`src/rtl/tdc_pkg.sv`:
```
// Shared definitions for the TDC capture controller and its readout helper.
package tdc_pkg;

    localparam int unsigned TDC_DEPTH = 128;
    localparam int unsigned TDC_AW    = 8;
    localparam int unsigned TDC_DW    = 32;

    typedef enum logic [2:0] {
        ST_IDLE,
        ST_ARMED,
        ST_CAPTURE,
        ST_DONE,
        ST_READOUT
    } tdc_state_e;

endpackage

```
`src/rtl/tdc_rd_stream.sv`:
```
// Read pointer and valid/ready tracking for a RAM port with 1-cycle registered read latency.
module tdc_rd_stream #(
    parameter int unsigned AW = 8
) (
    input  logic          clk,
    input  logic          rst,
    input  logic          en,
    input  logic          start,
    input  logic          clear,
    input  logic [AW:0]   count,
    input  logic          out_ready,
    output logic          ren,
    output logic [AW-1:0] raddr,
    output logic          out_valid,
    output logic          finished
);

    logic [AW:0] rd_ptr;
    logic        more;

    assign more  = rd_ptr < count;
    // A new read is only issued when the word in the output slot is gone or leaving,
    // so ram_rdata stays frozen while the consumer stalls.
    assign ren      = en && more && (!out_valid || out_ready);
    assign raddr    = rd_ptr[AW-1:0];
    assign finished = en && !more && (!out_valid || out_ready);

    always_ff @(posedge clk) begin
        if (rst) begin
            rd_ptr    <= '0;
            out_valid <= 1'b0;
        end else if (start) begin
            rd_ptr    <= '0;
            out_valid <= 1'b0;
        end else if (clear || !en) begin
            out_valid <= 1'b0;
        end else begin
            if (ren) begin
                rd_ptr    <= rd_ptr + (AW+1)'(1);
                out_valid <= 1'b1;
            end else if (out_ready) begin
                out_valid <= 1'b0;
            end
        end
    end

endmodule

```
`src/rtl/tdc_capture_ctrl.sv`:
```
// Sequences one TDC capture buffer: arm, trigger, write N samples, then stream them out.
module tdc_capture_ctrl
    import tdc_pkg::*;
#(
    parameter int unsigned DEPTH = TDC_DEPTH,
    parameter int unsigned AW    = TDC_AW,
    parameter int unsigned DW    = TDC_DW
) (
    input  logic          clk,
    input  logic          rst,
    input  logic          arm,
    input  logic          abort,
    input  logic [AW-1:0] num_samples,
    input  logic          trig,
    input  logic          sample_valid,
    input  logic [DW-1:0] sample_data,
    input  logic          rd_start,
    output logic          ram_wen,
    output logic [AW-1:0] ram_waddr,
    output logic [DW-1:0] ram_wdata,
    output logic          ram_ren,
    output logic [AW-1:0] ram_raddr,
    input  logic [DW-1:0] ram_rdata,
    output logic          out_valid,
    output logic [DW-1:0] out_data,
    input  logic          out_ready,
    output logic          busy,
    output logic          done,
    output logic [AW-1:0] count
);

    // One extra bit so a full-depth length and count are representable.
    localparam logic [AW:0] DepthL = (AW+1)'(DEPTH);
    localparam logic [AW:0] One    = (AW+1)'(1);

    tdc_state_e  state_q, state_d;
    logic [AW:0] len_q, len_d, len_new;
    logic [AW:0] count_q, count_d;
    logic        busy_q, done_q;
    logic        rd_go, rd_finished;

    assign len_new = (num_samples == '0 || {1'b0, num_samples} > DepthL) ? DepthL
                                                                         : {1'b0, num_samples};

    assign ram_wen   = sample_valid &&
                       (state_q == ST_CAPTURE || (state_q == ST_ARMED && trig));
    assign ram_waddr = count_q[AW-1:0];
    assign ram_wdata = sample_data;
    assign out_data  = ram_rdata;
    assign busy      = busy_q;
    assign done      = done_q;
    assign count     = count_q[AW-1:0];

    always_comb begin
        state_d = state_q;
        len_d   = len_q;
        count_d = count_q;
        rd_go   = 1'b0;
        if (abort) begin
            state_d = ST_IDLE;
        end else begin
            case (state_q)
                ST_IDLE: begin
                    if (arm) begin
                        state_d = ST_ARMED;
                        len_d   = len_new;
                        count_d = '0;
                    end
                end
                ST_ARMED, ST_CAPTURE: begin
                    if (state_q == ST_ARMED && trig) state_d = ST_CAPTURE;
                    if (ram_wen) begin
                        count_d = count_q + One;
                        if (count_q == len_q - One) state_d = ST_DONE;
                    end
                end
                ST_DONE: begin
                    if (arm) begin
                        state_d = ST_ARMED;
                        len_d   = len_new;
                        count_d = '0;
                    end else if (rd_start) begin
                        state_d = ST_READOUT;
                        rd_go   = 1'b1;
                    end
                end
                ST_READOUT: begin
                    if (rd_finished) state_d = ST_DONE;
                end
                default: state_d = ST_IDLE;
            endcase
        end
    end

    always_ff @(posedge clk) begin
        if (rst) begin
            state_q <= ST_IDLE;
            len_q   <= '0;
            count_q <= '0;
            busy_q  <= 1'b0;
            done_q  <= 1'b0;
        end else begin
            state_q <= state_d;
            len_q   <= len_d;
            count_q <= count_d;
            busy_q  <= (state_d == ST_ARMED) || (state_d == ST_CAPTURE) ||
                       (state_d == ST_READOUT);
            done_q  <= (state_d == ST_DONE);
        end
    end

    tdc_rd_stream #(
        .AW(AW)
    ) u_rd_stream (
        .clk      (clk),
        .rst      (rst),
        .en       (state_q == ST_READOUT),
        .start    (rd_go),
        .clear    (abort),
        .count    (count_q),
        .out_ready(out_ready),
        .ren      (ram_ren),
        .raddr    (ram_raddr),
        .out_valid(out_valid),
        .finished (rd_finished)
    );

endmodule

```
`config.mk`:
```
export PLATFORM = sky130hd
export DESIGN_NAME = tdc_capture_ctrl
export DESIGN_NICKNAME = d
export VERILOG_FILES = /design/src/rtl/tdc_pkg.sv /design/src/rtl/tdc_rd_stream.sv /design/src/rtl/tdc_capture_ctrl.sv
export SDC_FILE = /design/constraint.sdc
export NUM_CORES = 1
export LEC_CHECK = 0
export BUFFER_PORTS_ARGS = -buffer_cell sky130_fd_sc_hd__buf_2
export CORE_UTILIZATION = 35
export CTS_CLUSTER_DIAMETER = 40
export CTS_CLUSTER_SIZE = 20
export DETAILED_ROUTE_END_ITERATION = 16
export PLACE_DENSITY = 0.7
export SYNTH_ARGS = -nofsm -noshare
export SYNTH_HDL_FRONTEND = slang
export SYNTH_HIERARCHICAL = 1
export SYNTH_SLANG_ARGS = --single-unit
export TNS_END_PERCENT = 5
```
`constraint.sdc`:
```
create_clock -name clk -period 2.5 [get_ports clk]
set_input_delay 0.125 -clock clk [delete_from_list [all_inputs] [get_ports clk]]
set_output_delay 0.125 -clock clk [all_outputs]
set_load 0.005 [all_outputs]
```
# After elaboration in Yosys (flattened, before gate mapping)
# Index checks and enable logic that the tools add are counted.
dict set report word_totals {
  regBits 33
  input_bits 80
  output_inout_bits 93
  wordCells 70
}
dict set report classes {
  addsub 3
  order_cmp 2
  eq_ne 11
  muxes 19
  bitwise 2
  n_reduce_logical 26
}
# op n
set ops {}
lappend ops {{3-bit two-way mux} 8}
lappend ops {{9-bit by 1-bit adder with 9-bit output, second input constant} 2}
lappend ops {{9-bit two-way mux} 2}
lappend ops {{9-bit case mux with 2 select lines} 1}
lappend ops {{3-bit by 2-bit == test with 1-bit output, second input constant} 4}
lappend ops {{3-bit case mux with 4 select lines} 1}
lappend ops {{9-bit == test} 1}
lappend ops {{9-bit < comparator} 1}
lappend ops {{9-bit by 1-bit subtractor with 9-bit output, second input constant} 1}
lappend ops {{8-bit greater-than comparator, second input constant} 1}
lappend ops {{8-bit logical NOT} 1}
lappend ops {{8-bit two-way mux} 1}
lappend ops {{3-bit by 1-bit == test with 1-bit output, second input constant} 2}
lappend ops {{3-bit == test, second input constant} 2}
lappend ops {{1-bit logical AND} 6}
lappend ops {{1-bit logical OR} 6}
lappend ops {{1-bit two-way mux} 6}
lappend ops {{2-bit OR reduction} 3}
lappend ops {{4-bit AND reduction} 1}
lappend ops {{2-bit nonzero test} 2}
lappend ops {{1-bit logical NOT} 3}
lappend ops {{3-bit logical NOT} 1}
lappend ops {{3-bit AND reduction} 1}
lappend ops {{3-bit OR reduction} 1}
lappend ops {{other kinds (4)} 5}

# Logic depth before layout (Yosys ltp)
# Gate-level depths: netlist of run 1.
dict set report depth {
  ltp_word 10
  depth_mapped 11
  depth_no_buf 11
}

# Hierarchy
# Netlist of run 1, hierarchy kept.
# mod n_inst cells_per_inst area_each_um2 seq_area_each_um2
set by_module_without_submodules {}
lappend by_module_without_submodules {tdc_capture_ctrl 1 255 2043.2 440.4}
lappend by_module_without_submodules {tdc_rd_stream 1 96 834.6 200.2}

# Worst setup path before layout of run 1
# Ideal clock, no wire load.
dict set report synth_timing {
  path_kind {reg-to-reg}
  start {register count_q[4]}
  end {register busy_q (netlist: busy)}
  setup_time_ns 0.086
  arrival_time_ns 2.427
  required_time_ns 2.414
  setup_slack_ns -0.012
  stages_incl_launch_ff 12
  n_path_buf 0
  period_less_slack_ns 2.512
  cell_sequence {dfxtp_1 > inv_1 > ha_1 > o21ai_0 > a21oi_2 > a21oi_1 > nor2_1 > inv_1 > o21a_1 > o21a_1 > mux2_2 > a211oi_1}
}
dict set report synth_between {
  elab_chain_len 10
  word_cells_on_any_way 15
  classes_between {order compare: 1; eq/ne: 4; mux: 5; reduce/logical: 5}
}
# element line_no
set synth_rtl {}
lappend synth_rtl {{start, declared} tdc_capture_ctrl.sv:38} ;# logic [AW:0] count_q, count_d;
lappend synth_rtl {{start signal, assigned} tdc_capture_ctrl.sv:105} ;# count_q <= count_d;
lappend synth_rtl {{9-bit < comparator (*)} tdc_rd_stream.sv:21} ;# assign more = rd_ptr < count;
lappend synth_rtl {{1-bit logical NOT (*)} tdc_rd_stream.sv:26} ;# assign finished = en && !more && (!out_valid || out_ready);
lappend synth_rtl {{1-bit logical AND (*) (2 in series)} tdc_rd_stream.sv:26}
lappend synth_rtl {{net rd_finished} tdc_capture_ctrl.sv:40} ;# logic rd_go, rd_finished;
lappend synth_rtl {{3-bit two-way mux (*)} tdc_capture_ctrl.sv:88} ;# if (rd_finished) state_d = ST_DONE;
lappend synth_rtl {{3-bit case mux with 4 select lines (*)} tdc_capture_ctrl.sv:62} ;# case (state_q)
lappend synth_rtl {{3-bit two-way mux (*)} tdc_capture_ctrl.sv:59} ;# if (abort) begin
lappend synth_rtl {{3-bit by 1-bit == test with 1-bit output or 3-bit by 2-bit == test with 1-bit output (tied branches)} tdc_capture_ctrl.sv:106} ;# busy_q <= (state_d == ST_ARMED) || (state_d == ST_CAPTURE) ||
lappend synth_rtl {{1-bit logical OR} tdc_capture_ctrl.sv:106}
lappend synth_rtl {{1-bit logical OR (*)} tdc_capture_ctrl.sv:106}
lappend synth_rtl {{end signal, assigned} tdc_capture_ctrl.sv:106}
lappend synth_rtl {{end, declared} tdc_capture_ctrl.sv:39} ;# logic busy_q, done_q;
# The timed path passes the listed nets; every way through them passes the cells marked *.
# A chain may end at the register's enable or synchronous reset.

# Worst setup path after layout of run 1
dict set report layout_timing {
  start {register count_q[8]}
  end {register done_q (netlist: done)}
}
dict set report layout_between {
  elab_chain_len 8
  word_cells_on_any_way 11
  classes_between {order compare: 1; eq/ne: 2; mux: 5; reduce/logical: 3}
}
# element line_no
set layout_rtl {}
lappend layout_rtl {{9-bit < comparator} tdc_rd_stream.sv:21}
lappend layout_rtl {{1-bit logical NOT} tdc_rd_stream.sv:26}
lappend layout_rtl {{1-bit logical AND (2 in series)} tdc_rd_stream.sv:26}
lappend layout_rtl {{net rd_finished} tdc_capture_ctrl.sv:40}
lappend layout_rtl {{3-bit two-way mux} tdc_capture_ctrl.sv:88}
lappend layout_rtl {{3-bit case mux with 4 select lines} tdc_capture_ctrl.sv:62}
lappend layout_rtl {{3-bit two-way mux} tdc_capture_ctrl.sv:59}
lappend layout_rtl {{3-bit by 2-bit == test with 1-bit output} tdc_capture_ctrl.sv:108} ;# done_q <= (state_d == ST_DONE);
lappend layout_rtl {{end signal, assigned} tdc_capture_ctrl.sv:108}
lappend layout_rtl {{end, declared} tdc_capture_ctrl.sv:39}
# The timed path passes the listed nets, and every way through them passes these cells.

==> results.cfg, run 1 <==
[clock_tree]
clk_pin_slew_worst_paths_ns = 0.07
tritoncts = yes
clock_latency_ns = 0.29
root_buffer = clkbuf_8
cts_made_buffers = 5
cts_buffer_depth = 2
clkSinkCount = 32
htree_num_levels = 2

[sta]
relSlewSlack_pct = 65.61
min_period_ns = 2.266
period_share_pct = 90.64
fin_tns_setup_ns = 0
worst-slew-pin-transition_ns = 0.5159
setup_viol = 0
fmax_mhz = 441.3
hold_viol_final = 0
grt_setup_unrepaired = no
hold-worst-slack_ns = 0.1821
finClkSkew_ns = 0.007853
slew_viol_final = 0

[synth]
syn_nets = 442
yosys_most_used_dff = dfxtp_1
synth-seq-area-share_pct = 22.26
synth_edf_count = 0
yosys.cell_count.top_type = buf_4
ys_types = 59
syn_area_sq_um = 2878
synthArstFlopShare_pct = 0
ys_ff_latch = 32
synth_area_leaders = buf_4, dfxtp_1, xnor2_1, ha_1, a2111oi_2
syn_inst = 351
syn_avg_cell_area_sq_um = 8.199
netlist.area_leader.share_pct = 22.96
yosys_warnings = 6
yosys-top-cells-count = buf_4, nor2_1, dfxtp_1, inv_1, nand2_1
yosysTopAreaCell = buf_4

[die]
io_pins = 173
die_w_um = 92.68
dieArea_sq_um = 8589
initial_utilization_pct = 36.67
num_rows = 32
die_y_um = 92.68
core_area_sq_um = 7848

[worst_setup_path]
cpPeakStageDelay_ns = 0.42
path_class = reg2reg
crit_path_cell_trace = inv_1 -> ha_1 -> a21oi_1 -> o21ai_4 -> a21oi_2 -> nor2_1 -> inv_1 -> o21a_1 -> nor2_1 -> o32ai_1 -> nor4_2
start_kind = flip-flop
end_kind = flip-flop
critPathMaxFanout = 4
critical_path_arrival_ns = 2.43
path_delay_family = compound AO/OA/AOI/OAI gates
critical_path_required_ns = 2.66
worstPathBufferInverterCount = 2
crit_path_top_delay_cell = o32ai_1

[layout]
fin_area_sq_um = 2794
fin_nets = 416
drive_above_1_share_pct = 30.46
n_antenna_cell = 0
area_delta_synth_final_pct = -2.913

[routing]
drt_iter0_drc = 80
detail-route-antenna-nets = 0
via_count = 2202
detail_route.wl_per_cell_um = 14.27
first_pass_iters = 4
viasPerCell = 5.157
drc = 0
routed_wirelength_um = 6095

[power_and_ir_drop]
finalPower_mw = 1.098
power.leakage_nw = 1.144
power_per_cell_area_nw_per_um2 = 392.9
ir_worst_vdd_v = 0.0001636

[status]
outcome = finished clean

[placement]
dp_hpwl_um = 4735
dpl-instance-area_sq_um = 2664
routabilityCongestion = 0.8386
port_buffers = 44

[global_routing]
grt_overflow = 0
grt_pass1_vias = 2098
grtUsageTotal_pct = 14.03
grt_max_degree = 18
grt_antenna_before_repair = 0
grt_pass1_wl_um = 9632

[job]
drv_cap = 0

[hold_path]
min_path_type = in2reg
==> registers in the layout, indices dropped and copies added, names as in the netlist <==
signal and cells:
len_q 8, u_rd_stream/out_valid 1, count_q 9, busy 1, u_rd_stream/rd_ptr 9, done 1
state_q 3
==> stage by stage <==
step | utilization (%) | std cells | setup WS [ns]
2_1_floorplan | - | 351 | 0.07799
3_3_place_gp | 33.94 | 417 | 0.1814
3_5_place_dp | 33.94 | 417 | 0.08286
4_1_cts | 35.17 | 424 | 0.03842
5_1_grt | 35.60 | 427 | 0.01541
6_report | 35.60 | 427 | 0.2341
==> logic make-up (layout without fill, tap and decap cells) <==
logic type	after synthesis	after routing	synth area share, %
xor gates and xnor gates	19	19	5.783
muxes	4	4	1.435
DFF	32	32	22.26
buffers and inverters	117	91	27.13
AOI/OAI and AO/OA	57	57	17.57
and+or+nand+nor	111	111	21.04
adders and majority gates	11	11	4.783
==> power breakdown <==
part	total [mW]	internal, mW	switching, mW
Combinational	0.137	0.0587	0.0782
Clock	0.434	0.245	0.189
Sequential	0.527	0.517	0.00934
==> repair_timing <==
action / in CTS / in global routing
resized for setup: 0 / 2
buffers inserted: 0 / 3
setup endpoints to repair: 0 / 3
hold buffers: 0 / 0
==> cells in the final DEF, fill, tap and decap left out, types with 7 or more instances in the layout <==
master,instances
buf_4,23
nand4_1,8
a21oi_1,15
inv_1,17
nor3b_1,8
xnor2_1,16
nand2_1,17
nor2_1,34
dfxtp_1,31
ha_1,11
nand3_1,8
a2111oi_2,9
buf_2,44
clkbuf_8,7
==> metal layers <==
metal  routed length [um]  GRT usage (%)  part of all wire (%)
met1                 2602          16.71                    43
met2                 2934          24.01                    48
met3                  444          3.530                   7.3
met4                  113          5.641                   1.9
met5                    0              0                     0
==> cell type report <==
class	count	area, sq um
clock buffers	7	96.34
fillers	827	5054
inverters	17	63.81
multi-input cells	202	1471
flip-flops and latches	32	641.9
well taps	102	127.6
repair buffers	67	392.9
==> path summary, 6_finish.rpt <==
| path | slack (ns) | from | depth (start not counted) | end |
|---|---|---|---|---|
| worst max-delay path | 0.23 | count_q[8] | 11 | done |
| worst min-delay path | 0.18 | rst | 2 | len_q[2] |
| worst max register to register | 0.23 | count_q[8] | 11 | done |
| worst min register to register | 0.54 | len_q[1] | 2 | len_q[1] |
No activity file was read; power rests on OpenSTA's default activity.
==> inputs of run 2 (changes only) <==
- PLACE_DENSITY: 0.7 -> 0.73
==> run 2 against run 1 <==
Net effect:
- design area hardly changed
- first-iteration DRC count fell by 8.8%
- wire length is 4.7% lower
- total power down 1.2%
- combinational power about the same
- clock skew up 0.0037 ns
- final cell count rose by 0.23%
- non-clock buffer count unchanged
- register-to-register slack lost 0.03 ns
- fmax is 1.2% lower
- largest cell class unchanged
- highest routed layer unchanged
==> results.cfg, run 2 (synthesis gave the netlist of run 1 again) <==
[worst_setup_path]
crit_path_end = busy
path_class = reg2reg
critical_path_arrival_ns = 2.49
crit_start = count_q[4]
critPathMaxFanout = 3
end_kind = flip-flop
reg2reg_to = busy
start_kind = flip-flop
r2r_cells = 9
critical_path_required_ns = 2.69
r2r-start = count_q[4]
regToRegSetupSlack_ns = 0.21

[die]
die_w_um = 92.68
die_y_um = 92.68
num_rows = 32
io_pins = 173
dieArea_sq_um = 8589
core_area_sq_um = 7848
initial_utilization_pct = 36.67

[global_routing]
use_met3_pct = 4.762
grt_antenna_before_repair = 0
grt_max_degree = 18
grtUsageMet2_pct = 22.28
grtUsageMet1_pct = 16.73
grt_pass1_wl_um = 9473
grtUsageTotal_pct = 13.85
grt_overflow = 0
top_usage_layer = met2
grt_pass1_vias = 2084

[routing]
first_pass_iters = 4
via_count = 2210
routed_wirelength_um = 5806
detail-route-antenna-nets = 0
drc = 0
viasPerCell = 5.164
drt_iter0_drc = 73
detail_route.wl_per_cell_um = 13.57

[layout]
fin_nets = 416
area_delta_synth_final_pct = -2.870
drive_above_1_share_pct = 30.37
n_antenna_cell = 0
reg_top3 = count_q (9), u_rd_stream/rd_ptr (9), len_q (8)
layout_common_cells = buf_2, nor2_1, dfxtp_1, buf_4
layout_commonest_cell = buf_2

[sta]
hold_viol_final = 0
fmax_mhz = 436.0
grt_setup_unrepaired = no
setup_ws_ns = 0.2065
slew_viol_final = 0
worst-slew-pin-transition_ns = 0.4742
hold-worst-slack_ns = 0.1676
period_share_pct = 91.74
setup_viol = 0
relSlewSlack_pct = 68.39
min_period_ns = 2.293
finClkSkew_ns = 0.01152
fin_tns_setup_ns = 0

[clock_tree]
cts_made_buffers = 5
htree_num_levels = 2
ctsHoldBuffers = 0
clock_latency_ns = 0.29
clk_pin_slew_worst_paths_ns = 0.07
cts_buffer_depth = 2
tritoncts = yes
clkSinkCount = 32
root_buffer = clkbuf_8

[power_and_ir_drop]
ir_worst_vdd_v = 0.0001755
power_per_cell_area_nw_per_um2 = 388.2
power.leakage_nw = 1.139

[hold_path]
min_path_cells = 2
min_path_type = in2reg

[status]
outcome = finished clean

[placement]
post-place-ws_ns = 0.1246
routabilityCongestion = 0.8705
dp_hpwl_um = 4514
port_buffers = 44

[job]
drv_cap = 0
[run 2: cell types whose count changed in the layout (fill, tap and decap cells not counted), sizes merged]
cell      before  now
clkinvlp       0    1
[run 2: power breakdown]
part	internal [mW]	switching, mW	leakage, nW
Sequential	0.517	0.00957	0.259
Clock	0.224	0.196	0.0445
Combinational	0.0601	0.0785	0.836
[run 2: cell type report]
type	instances	area, sq um
clock buffers	7	86.33
clock inverters	1	7.507
fillers	848	5052
inverters	17	63.81
multi-input cells	202	1475
flip-flops and latches	32	641.9
well taps	102	127.6
repair buffers	67	392.9
[run 2: critical path, stage by stage, from the launching register on]
cell and delay, ns:
dfxtp_2 0.33, inv_1 0.04, ha_1 0.33, a211oi_4 0.28, o211ai_4 0.10, a21oi_1 0.21
nor2_1 0.10, a22oi_1 0.24, mux2_2 0.36, a211oi_1 0.20
[run 2: what timing repair did]
action,in CTS,in global routing
setup buffers,0,3
resized for setup,0,2
endpoints found under the setup margin,0,3
[run 2: stage by stage]
step           util (%)  instance area, sq um  instances  power [mW]
3_5_place_dp      33.94                  2664        417      0.6737
2_1_floorplan         -                  2883        351      0.7169
4_1_cts           35.14                  2758        425       1.093
6_report          35.62                  2795        428       1.085
3_3_place_gp      33.94                  2664        417      0.6690
5_1_grt           35.62                  2795        428       1.143
[run 2: how the worst min path moves through the flow]
stage | slack (ns) | startpoint | endpoint
4_1_cts | 0.17 | rst | len_q[3]
2_1_floorplan | 0.30 | rst | u_rd_stream/rd_ptr[3]
3_5_place_dp | 0.25 | ram_rdata[15] | out_data[15]
3_3_place_gp | 0.25 | ram_rdata[15] | out_data[15]
6_report | 0.17 | rst | len_q[3]
5_1_grt | 0.19 | rst | len_q[3]
[run 2: metal layers]
metal,share of wire [%],up-vias
met1,41,1023
li1,-,1069
met2,48,84
met5,0,-
met3,7.9,34
met4,2.9,0
